===== src/rtl/fpgc_audio_pkg.sv =====
// Shared types and constants for the FPGC audio path: stereo sample layout,
// transmitter state encoding and the per-bit I2S slot mapping.
`timescale 1ns/1ps
package fpgc_audio_pkg;

    localparam int BITS_PER_SLOT = 32;
    localparam int FRAME_BITS    = 64;

    typedef enum logic [1:0] {
        IDLE  = 2'd0,
        RUN   = 2'd1,
        DRAIN = 2'd2
    } tx_state_t;

    typedef struct packed {
        logic [15:0] left;
        logic [15:0] right;
    } stereo_sample_t;

    // Serial bit for frame position b: the 16-bit word sits in slot bits 1..16,
    // one SCLK behind the LRCLK edge; every other slot bit is zero padding.
    function automatic logic slot_bit(input stereo_sample_t f, input logic [5:0] b);
        logic [4:0]  s;
        logic [4:0]  idx;
        logic [15:0] ch;
        s   = b[4:0];
        ch  = b[5] ? f.right : f.left;
        idx = 5'd16 - s;
        if (s >= 5'd1 && s <= 5'd16) begin
            slot_bit = ch[idx[3:0]];
        end else begin
            slot_bit = 1'b0;
        end
    endfunction

endpackage


===== src/rtl/audio_fifo.sv =====
// Synchronous sample FIFO with an explicit level counter and a look-ahead
// head word (rd_data is valid whenever empty is low).
`timescale 1ns/1ps
module audio_fifo #(
    parameter int DEPTH = 16,
    parameter int WIDTH = 32
) (
    input  logic                     clk,
    input  logic                     reset,
    input  logic                     wr_en,
    input  logic [WIDTH-1:0]         wr_data,
    input  logic                     rd_en,
    output logic [WIDTH-1:0]         rd_data,
    output logic                     full,
    output logic                     empty,
    output logic [$clog2(DEPTH):0]   level
);

    localparam int PTR_W = $clog2(DEPTH);
    localparam int unsigned DEPTH_U = DEPTH;
    localparam logic [PTR_W:0] FULL_LVL = DEPTH_U[PTR_W:0];

    logic [WIDTH-1:0] mem [DEPTH];
    logic [PTR_W-1:0] wr_ptr;
    logic [PTR_W-1:0] rd_ptr;
    logic [PTR_W:0]   count;
    logic             wr_ok;
    logic             rd_ok;

    // Writes into a full FIFO and reads from an empty one are silently ignored.
    assign wr_ok   = wr_en && !full;
    assign rd_ok   = rd_en && !empty;
    assign full    = (count == FULL_LVL);
    assign empty   = (count == '0);
    assign level   = count;
    assign rd_data = mem[rd_ptr];

    always_ff @(posedge clk) begin
        if (wr_ok) begin
            mem[wr_ptr] <= wr_data;
        end
    end

    always_ff @(posedge clk or posedge reset) begin
        if (reset) begin
            wr_ptr <= '0;
            rd_ptr <= '0;
            count  <= '0;
        end else begin
            if (wr_ok) begin
                wr_ptr <= wr_ptr + 1'b1;
            end
            if (rd_ok) begin
                rd_ptr <= rd_ptr + 1'b1;
            end
            case ({wr_ok, rd_ok})
                2'b10:   count <= count + 1'b1;
                2'b01:   count <= count - 1'b1;
                default: count <= count;
            endcase
        end
    end

endmodule


===== src/rtl/i2s_audio_tx.sv =====
// Stereo I2S transmitter: counter-derived MCLK/SCLK/LRCLK, 64-bit frames from a sample FIFO.
// Define I2S_UNDERRUN_COUNT_EN to add a saturating underrun counter (underrun_count/underrun_clr).
`timescale 1ns/1ps
module i2s_audio_tx
    import fpgc_audio_pkg::*;
#(
    parameter int FIFO_DEPTH = 16,
    parameter int MCLK_HALF  = 2,
    parameter int SCLK_HALF  = 8,
    parameter int LOW_WATER  = 8
) (
    input  logic                          clk,
    input  logic                          reset,
    input  logic                          enable,
    input  logic [31:0]                   sample_data,
    input  logic                          sample_we,
    output logic                          fifo_full,
    output logic [$clog2(FIFO_DEPTH):0]   fifo_level,
    output logic                          low_int,
    output logic                          underrun,
    output logic                          busy,
    output logic                          I2S_MCLK,
    output logic                          I2S_SCLK,
    output logic                          I2S_LRCLK,
    output logic                          I2S_SDIN,
`ifdef I2S_UNDERRUN_COUNT_EN
    input  logic                          underrun_clr,
    output logic [15:0]                   underrun_count,
`endif
    output tx_state_t                     state_dbg
);

    localparam int LVL_W = $clog2(FIFO_DEPTH) + 1;
    localparam int MC_W  = $clog2(MCLK_HALF + 1);
    localparam int SC_W  = $clog2(SCLK_HALF + 1);
    localparam int BIT_W = $clog2(FRAME_BITS);

    localparam logic [MC_W-1:0]  MC_MAX   = MC_W'(MCLK_HALF - 1);
    localparam logic [SC_W-1:0]  SC_MAX   = SC_W'(SCLK_HALF - 1);
    localparam logic [BIT_W-1:0] BIT_LAST = BIT_W'(FRAME_BITS - 1);
    localparam logic [BIT_W-1:0] SLOT_R   = BIT_W'(BITS_PER_SLOT);
    localparam logic [LVL_W-1:0] LW_LVL   = LVL_W'(LOW_WATER);

    tx_state_t        state;
    logic [MC_W-1:0]  mclk_cnt;
    logic [SC_W-1:0]  sclk_cnt;
    logic [BIT_W-1:0] bit_idx;
    logic [BIT_W-1:0] next_b;
    stereo_sample_t   frame;
    stereo_sample_t   fifo_head;
    logic [31:0]      fifo_head_raw;
    logic             fifo_empty;
    logic             running;
    logic             fall_evt;
    logic             drain_done;
    logic             frame_start;
    logic             pop;
    logic             wr_accept;

    // sample_we is a one-cycle strobe with no ready: the word is taken only if
    // fifo_full is low in that same cycle, otherwise it is dropped.
    audio_fifo #(
        .DEPTH (FIFO_DEPTH),
        .WIDTH (32)
    ) u_fifo (
        .clk     (clk),
        .reset   (reset),
        .wr_en   (sample_we),
        .wr_data (sample_data),
        .rd_en   (pop),
        .rd_data (fifo_head_raw),
        .full    (fifo_full),
        .empty   (fifo_empty),
        .level   (fifo_level)
    );

    assign fifo_head = fifo_head_raw;
    assign busy      = running;
    assign state_dbg = state;

    // A "falling edge" is either the IDLE->RUN step or an SCLK 1->0 toggle.
    always_comb begin
        running = (state != IDLE);
        if (running) begin
            fall_evt = (sclk_cnt == SC_MAX) && I2S_SCLK;
            next_b   = (bit_idx == BIT_LAST) ? '0 : bit_idx + BIT_W'(1);
        end else begin
            fall_evt = enable;
            next_b   = '0;
        end
        drain_done  = (state == DRAIN) && !enable && fall_evt && (next_b == '0);
        frame_start = fall_evt && (next_b == '0) && !drain_done;
        pop         = frame_start && !fifo_empty;
        wr_accept   = sample_we && !fifo_full;
    end

    always_ff @(posedge clk or posedge reset) begin
        if (reset) begin
            state     <= IDLE;
            mclk_cnt  <= '0;
            sclk_cnt  <= '0;
            bit_idx   <= '0;
            frame     <= '0;
            I2S_MCLK  <= 1'b0;
            I2S_SCLK  <= 1'b0;
            I2S_LRCLK <= 1'b0;
            I2S_SDIN  <= 1'b0;
            underrun  <= 1'b0;
        end else begin
            underrun <= 1'b0;
            case (state)
                IDLE: begin
                    if (enable) begin
                        state    <= RUN;
                        mclk_cnt <= '0;
                        sclk_cnt <= '0;
                        I2S_MCLK <= 1'b0;
                        I2S_SCLK <= 1'b0;
                    end
                end
                RUN, DRAIN: begin
                    if (drain_done) begin
                        state     <= IDLE;
                        mclk_cnt  <= '0;
                        sclk_cnt  <= '0;
                        bit_idx   <= '0;
                        I2S_MCLK  <= 1'b0;
                        I2S_SCLK  <= 1'b0;
                        I2S_LRCLK <= 1'b0;
                        I2S_SDIN  <= 1'b0;
                    end else begin
                        state <= enable ? RUN : DRAIN;
                        if (mclk_cnt == MC_MAX) begin
                            mclk_cnt <= '0;
                            I2S_MCLK <= ~I2S_MCLK;
                        end else begin
                            mclk_cnt <= mclk_cnt + 1'b1;
                        end
                        if (sclk_cnt == SC_MAX) begin
                            sclk_cnt <= '0;
                            I2S_SCLK <= ~I2S_SCLK;
                        end else begin
                            sclk_cnt <= sclk_cnt + 1'b1;
                        end
                    end
                end
                default: state <= IDLE;
            endcase

            if (fall_evt && !drain_done) begin
                bit_idx   <= next_b;
                I2S_LRCLK <= (next_b >= SLOT_R);
                I2S_SDIN  <= slot_bit(frame, next_b);
            end

            // An empty FIFO at frame start plays silence; a word written in the
            // same cycle stays queued for the next frame.
            if (frame_start) begin
                frame    <= fifo_empty ? '0 : fifo_head;
                underrun <= fifo_empty;
            end
        end
    end

    always_ff @(posedge clk or posedge reset) begin
        if (reset) begin
            low_int <= 1'b0;
        end else begin
            low_int <= (fifo_level == LW_LVL) && pop && !wr_accept;
        end
    end

`ifdef I2S_UNDERRUN_COUNT_EN
    logic [15:0] ur_count_q;

    always_ff @(posedge clk or posedge reset) begin
        if (reset) begin
            ur_count_q <= '0;
        end else if (underrun_clr) begin
            ur_count_q <= '0;
        end else if (underrun && ur_count_q != 16'hFFFF) begin
            ur_count_q <= ur_count_q + 16'd1;
        end
    end

    assign underrun_count = ur_count_q;
`endif

endmodule


===== config.mk =====
export PLATFORM = sky130hd
export DESIGN_NAME = i2s_audio_tx
export DESIGN_NICKNAME = d
export VERILOG_FILES = /design/src/rtl/fpgc_audio_pkg.sv /design/src/rtl/audio_fifo.sv /design/src/rtl/i2s_audio_tx.sv
export SDC_FILE = /design/constraint.sdc
export NUM_CORES = 1
export LEC_CHECK = 0
export CAP_MARGIN = 40
export CORE_ASPECT_RATIO = 2
export CORE_MARGIN = 2
export CORE_UTILIZATION = 66
export CTS_CLUSTER_SIZE = 24
export DETAILED_ROUTE_END_ITERATION = 6
export GPL_TIMING_DRIVEN = 0
export HOLD_SLACK_MARGIN = 0.03
export MAX_ROUTING_LAYER = met4
export PLACE_DENSITY = 0.84
export SLEW_MARGIN = 10
export SYNTH_ARGS = -nofsm -noshare
export SYNTH_HDL_FRONTEND = slang
export SYNTH_SLANG_ARGS = --single-unit

===== constraint.sdc =====
create_clock -name clk -period 6.2 [get_ports clk]
set_input_delay 0.93 -clock clk [delete_from_list [all_inputs] [get_ports clk]]
set_output_delay 0.93 -clock clk [all_outputs]
set_load 0.1 [all_outputs]

==> impl_metrics.toml <==
[cells_and_area]
num_antenna_cells = 0
synthToLayoutAreaGrowth_pct = 15.50
drive_gt1_share_pct = 14.33
fin_nets = 1607

[yosys]
yosys_warnings = 0
synth_edf_count = 512
synth_compound_area_share_pct = 5.835
synth-adder-area-share_pct = 0.9517
syn_area_um2 = 23140
yosysSeqAreaShare_pct = 73.48
synth_top_family_by_area = "multiplexers"
ys.flop_type = "edfxtp_1"
muxShareOfSynthArea_pct = 12.32
synth-seq-cells = 577
synth_cells = 1401
yosys.area_share.simple_pct = 5.105
ys_async_sr_fraction_pct = 11.27
synthXorXnorAreaFrac_pct = 0.6435
synth.distinct_cells = 58
syn-num-nets = 1454
avgSynthCellArea_um2 = 16.52

[timing]
worst_pin_slew_ns = 0.9175
period_minus_slack_ns = 4.304
rsz0062_at_grt = "false"
tns_ns = 0
finClkSkew_ns = 0.02291
slew_headroom_pct = 38.84
setup_viol_count_final = 0
fmax_mhz = 232.3
slew_viol_final = 0
post-route-period-util_pct = 69.43
hold_viol = 0
fin_ws_ns = 1.896

[critical_path]
slowest_delay_ns = 0.45
critical_path.cell_chain = "ha_1 -> and4_1 -> nand2_1 -> and3_1 -> clkbuf_1 -> clkinv_1 -> ha_1 -> and3_1 -> nand4_1 -> inv_1 -> ha_1 -> inv_1 -> fa_1 -> inv_1 -> a21o_1 -> a21oi_1 -> xnor2_1 -> nor2_1 -> xor2_1"
end_kind = "flip-flop"
critPathMaxFanout = 9
crit_arrival_ns = 4.77
regToRegStartpoint = "bit_idx[0]$_DFFE_PP0P_"
crit_required_ns = 6.66
path_class = "flip-flop to flip-flop"
critPathLaunchType = "flip-flop"
critPathSlowestCell = "dfrtp_1"
startpoint = "bit_idx[0]$_DFFE_PP0P_"

[global_route]
antenna_found_initial = 0
grt_use_total_pct = 32.71
globalRoute.busiestLayer = "met2"
gr-usage-met1_pct = 35.56
grt_pass1_wl_mm = 83.01
overflow = 0
grt_use_met3_pct = 4.888
met2_usage_pct = 56.23
grt_max_degree = 61
grt_pass1_vias = 13860

[clock_tree]
postCtsHoldBufs = 0
cts_max_level = 2
cts.sinks = 577
worstSkewPairLatency_ns = 0.58
clockBufferDepth = 3
post_cts_buffers = 0
path_clk_slew_ns = 0.07
cts_tree = "done"
cts_buffers = 47
cts_resized = 0
cts_root_buf = "clkbuf_16"

[die]
start_util_pct = 66.43
pin_count = 51
die-area_um2 = 36660
core-area_um2 = 34830
die_x_um = 136.4
die_h_um = 268.8
rows = 97

[power]
ir_worst_vdd_mv = 0.4406
leakagePower_nw = 9.291
power_density_nw_per_um2 = 472.9

[min_path]
hold_path_startpoint = "frame[29]$_DFFE_PP0N_"
hp-class = "flip-flop to flip-flop"

[detailed_routing]
wire_per_inst_um = 27.80
via_per_inst = 6.662
first_pass_iters = 7
drc = 0
wirelength_mm = 56.60
vias = 13560
drtIter0Drc = 1526
final_antenna_net_count = 0

[placement]
portBuffers = 50
routabilityCongestion = 0.9222
place_ws_ns = 1.941
dp_hpwl_mm = 37.55

[outcome]
outcome = "complete, no violations"

[job]
cap_violations = 0
## synthesized netlist by cell type (4+ instances only)
library cell  number  share of area, %
o22ai_1           33              0.89
xnor2_1           10              0.38
a21oi_1           39              0.84
nand2b_1           7              0.19
dfrtp_1           65               7.0
o21ai_0           67               1.4
ha_1              16              0.87
inv_1             16              0.26
buf_2             12              0.26
a22o_1             5              0.19
o21ai_1           18              0.39
nor2b_1            4              0.11
nor3_1             8              0.17
nor2_1            90               1.5
nand2_1          130               2.1
mux4_2            66               6.4
buf_1             12              0.19
edfxtp_1         512                66
and3_1             4              0.11
xor2_1             7              0.26
mux2i_1          134               5.8
nand3_1           12              0.26
clkbuf_1          49              0.79
o221ai_1          33               1.2
## power breakdown
part           switching (mW)  internal, mW
Clock                    1.34          1.71
Combinational            2.92          1.68
Sequential              0.223          4.76
Total                    4.49          8.15
## area by class of cell
| class | instances | area [um^2] |
|---|---|---|
| Clock buffer | 58 | 1270 |
| Fill cell | 1856 | 8108 |
| Sequential cell | 577 | 17000 |
| Timing Repair Buffer | 104 | 1350 |
| Multi-Input combinational cell | 730 | 5861 |
| Buffer | 77 | 322.8 |
| Clock inverter | 28 | 296.5 |
| Inverter | 17 | 66.31 |
| Tap cell | 445 | 556.8 |
## cells by family (layout without fill, tap and decap cells)
group	count (synthesis)	count (layout)
AO/OA/AOI/OAI	218	218
flip-flops	577	577
AND/OR/NAND/NOR	276	276
XOR/XNOR	17	17
multiplexers	202	202
adder cells (fa/ha/maj)	17	17
buffers and inverters	94	284
## sequential cells by signal (all words and copies together), names as in the netlist
name / flops
I2S_SDIN: 1
bit_idx: 6
u_fifo.level: 5
low_int: 1
u_fifo.wr_ptr: 4
I2S_MCLK: 1
state_dbg: 2
mclk_cnt: 2
u_fifo.mem: 512
sclk_cnt: 4
I2S_SCLK: 1
u_fifo.rd_ptr: 4
frame: 32
underrun: 1
I2S_LRCLK: 1
## routing by layer
metal / part of all wire, % / up-vias
met1: 32 / 6814
met5: 0 / -
met3: 7.3 / 230
met2: 53 / 751
met4: 7.1 / 0
li1: - / 5768
## cells in the final DEF, fill, tap and decap left out, types with 12 or more instances in the layout
cell	instances
edfxtp_1	512
mux2i_1	134
nand2_1	130
nor2_1	78
o21ai_0	67
mux4_2	66
dfrtp_1	65
clkbuf_1	57
clkdlybuf4s50_1	50
clkbuf_16	49
a21oi_1	39
o22ai_1	33
o221ai_1	33
o21ai_1	18
buf_4	17
buf_8	17
ha_1	16
inv_1	15
buf_1	12
nor2_4	12
nand3_1	12
buf_2	12
buf_16	12
## critical path, delay by kind of cell (launching register included)
kind / cells / cell delay, ns
adders and majority gates: 4 / 1.10
and+or+nand+nor: 6 / 1.03
buffers and inverters: 5 / 1.02
DFF: 1 / 0.45
AOI/OAI and AO/OA: 2 / 0.31
xor gates and xnor gates: 2 / 0.28
## metrics by stage
stage | hold WS [ns] | std cells | power (mW) | area (um^2) | utilization (%)
final | 0.4910 | 2036 | 12.64 | 26720 | 76.72
after global routing | 0.5089 | 2036 | 13.08 | 26720 | 76.72
after CTS | 0.4901 | 2035 | 12.60 | 26700 | 76.67
after detailed placement | 0.4819 | 1949 | 9.547 | 25140 | 72.17
after global placement | 0.4592 | 1896 | 9.100 | 24200 | 69.46
after floorplan | 0.4448 | 1401 | 7.855 | 23140 | -
## worst paths after layout
kind / to / slack [ns] / cells after the start
hold / removal: frame[29]$_DFFE_PP0N_ / 0.49 / 2
setup / recovery: u_fifo.level[4]$_DFFE_PP0P_ / 1.90 / 19
min in group asynchronous: u_fifo.wr_ptr[1]$_DFFE_PP0P_ / 0.58 / 2
max in group asynchronous: I2S_MCLK$_DFFE_PP0P_ / 5.09 / 3
setup reg to reg: u_fifo.level[4]$_DFFE_PP0P_ / 1.90 / 19
hold reg to reg: frame[29]$_DFFE_PP0N_ / 0.49 / 2
Note: power is estimated with default switching activity, not from simulation.
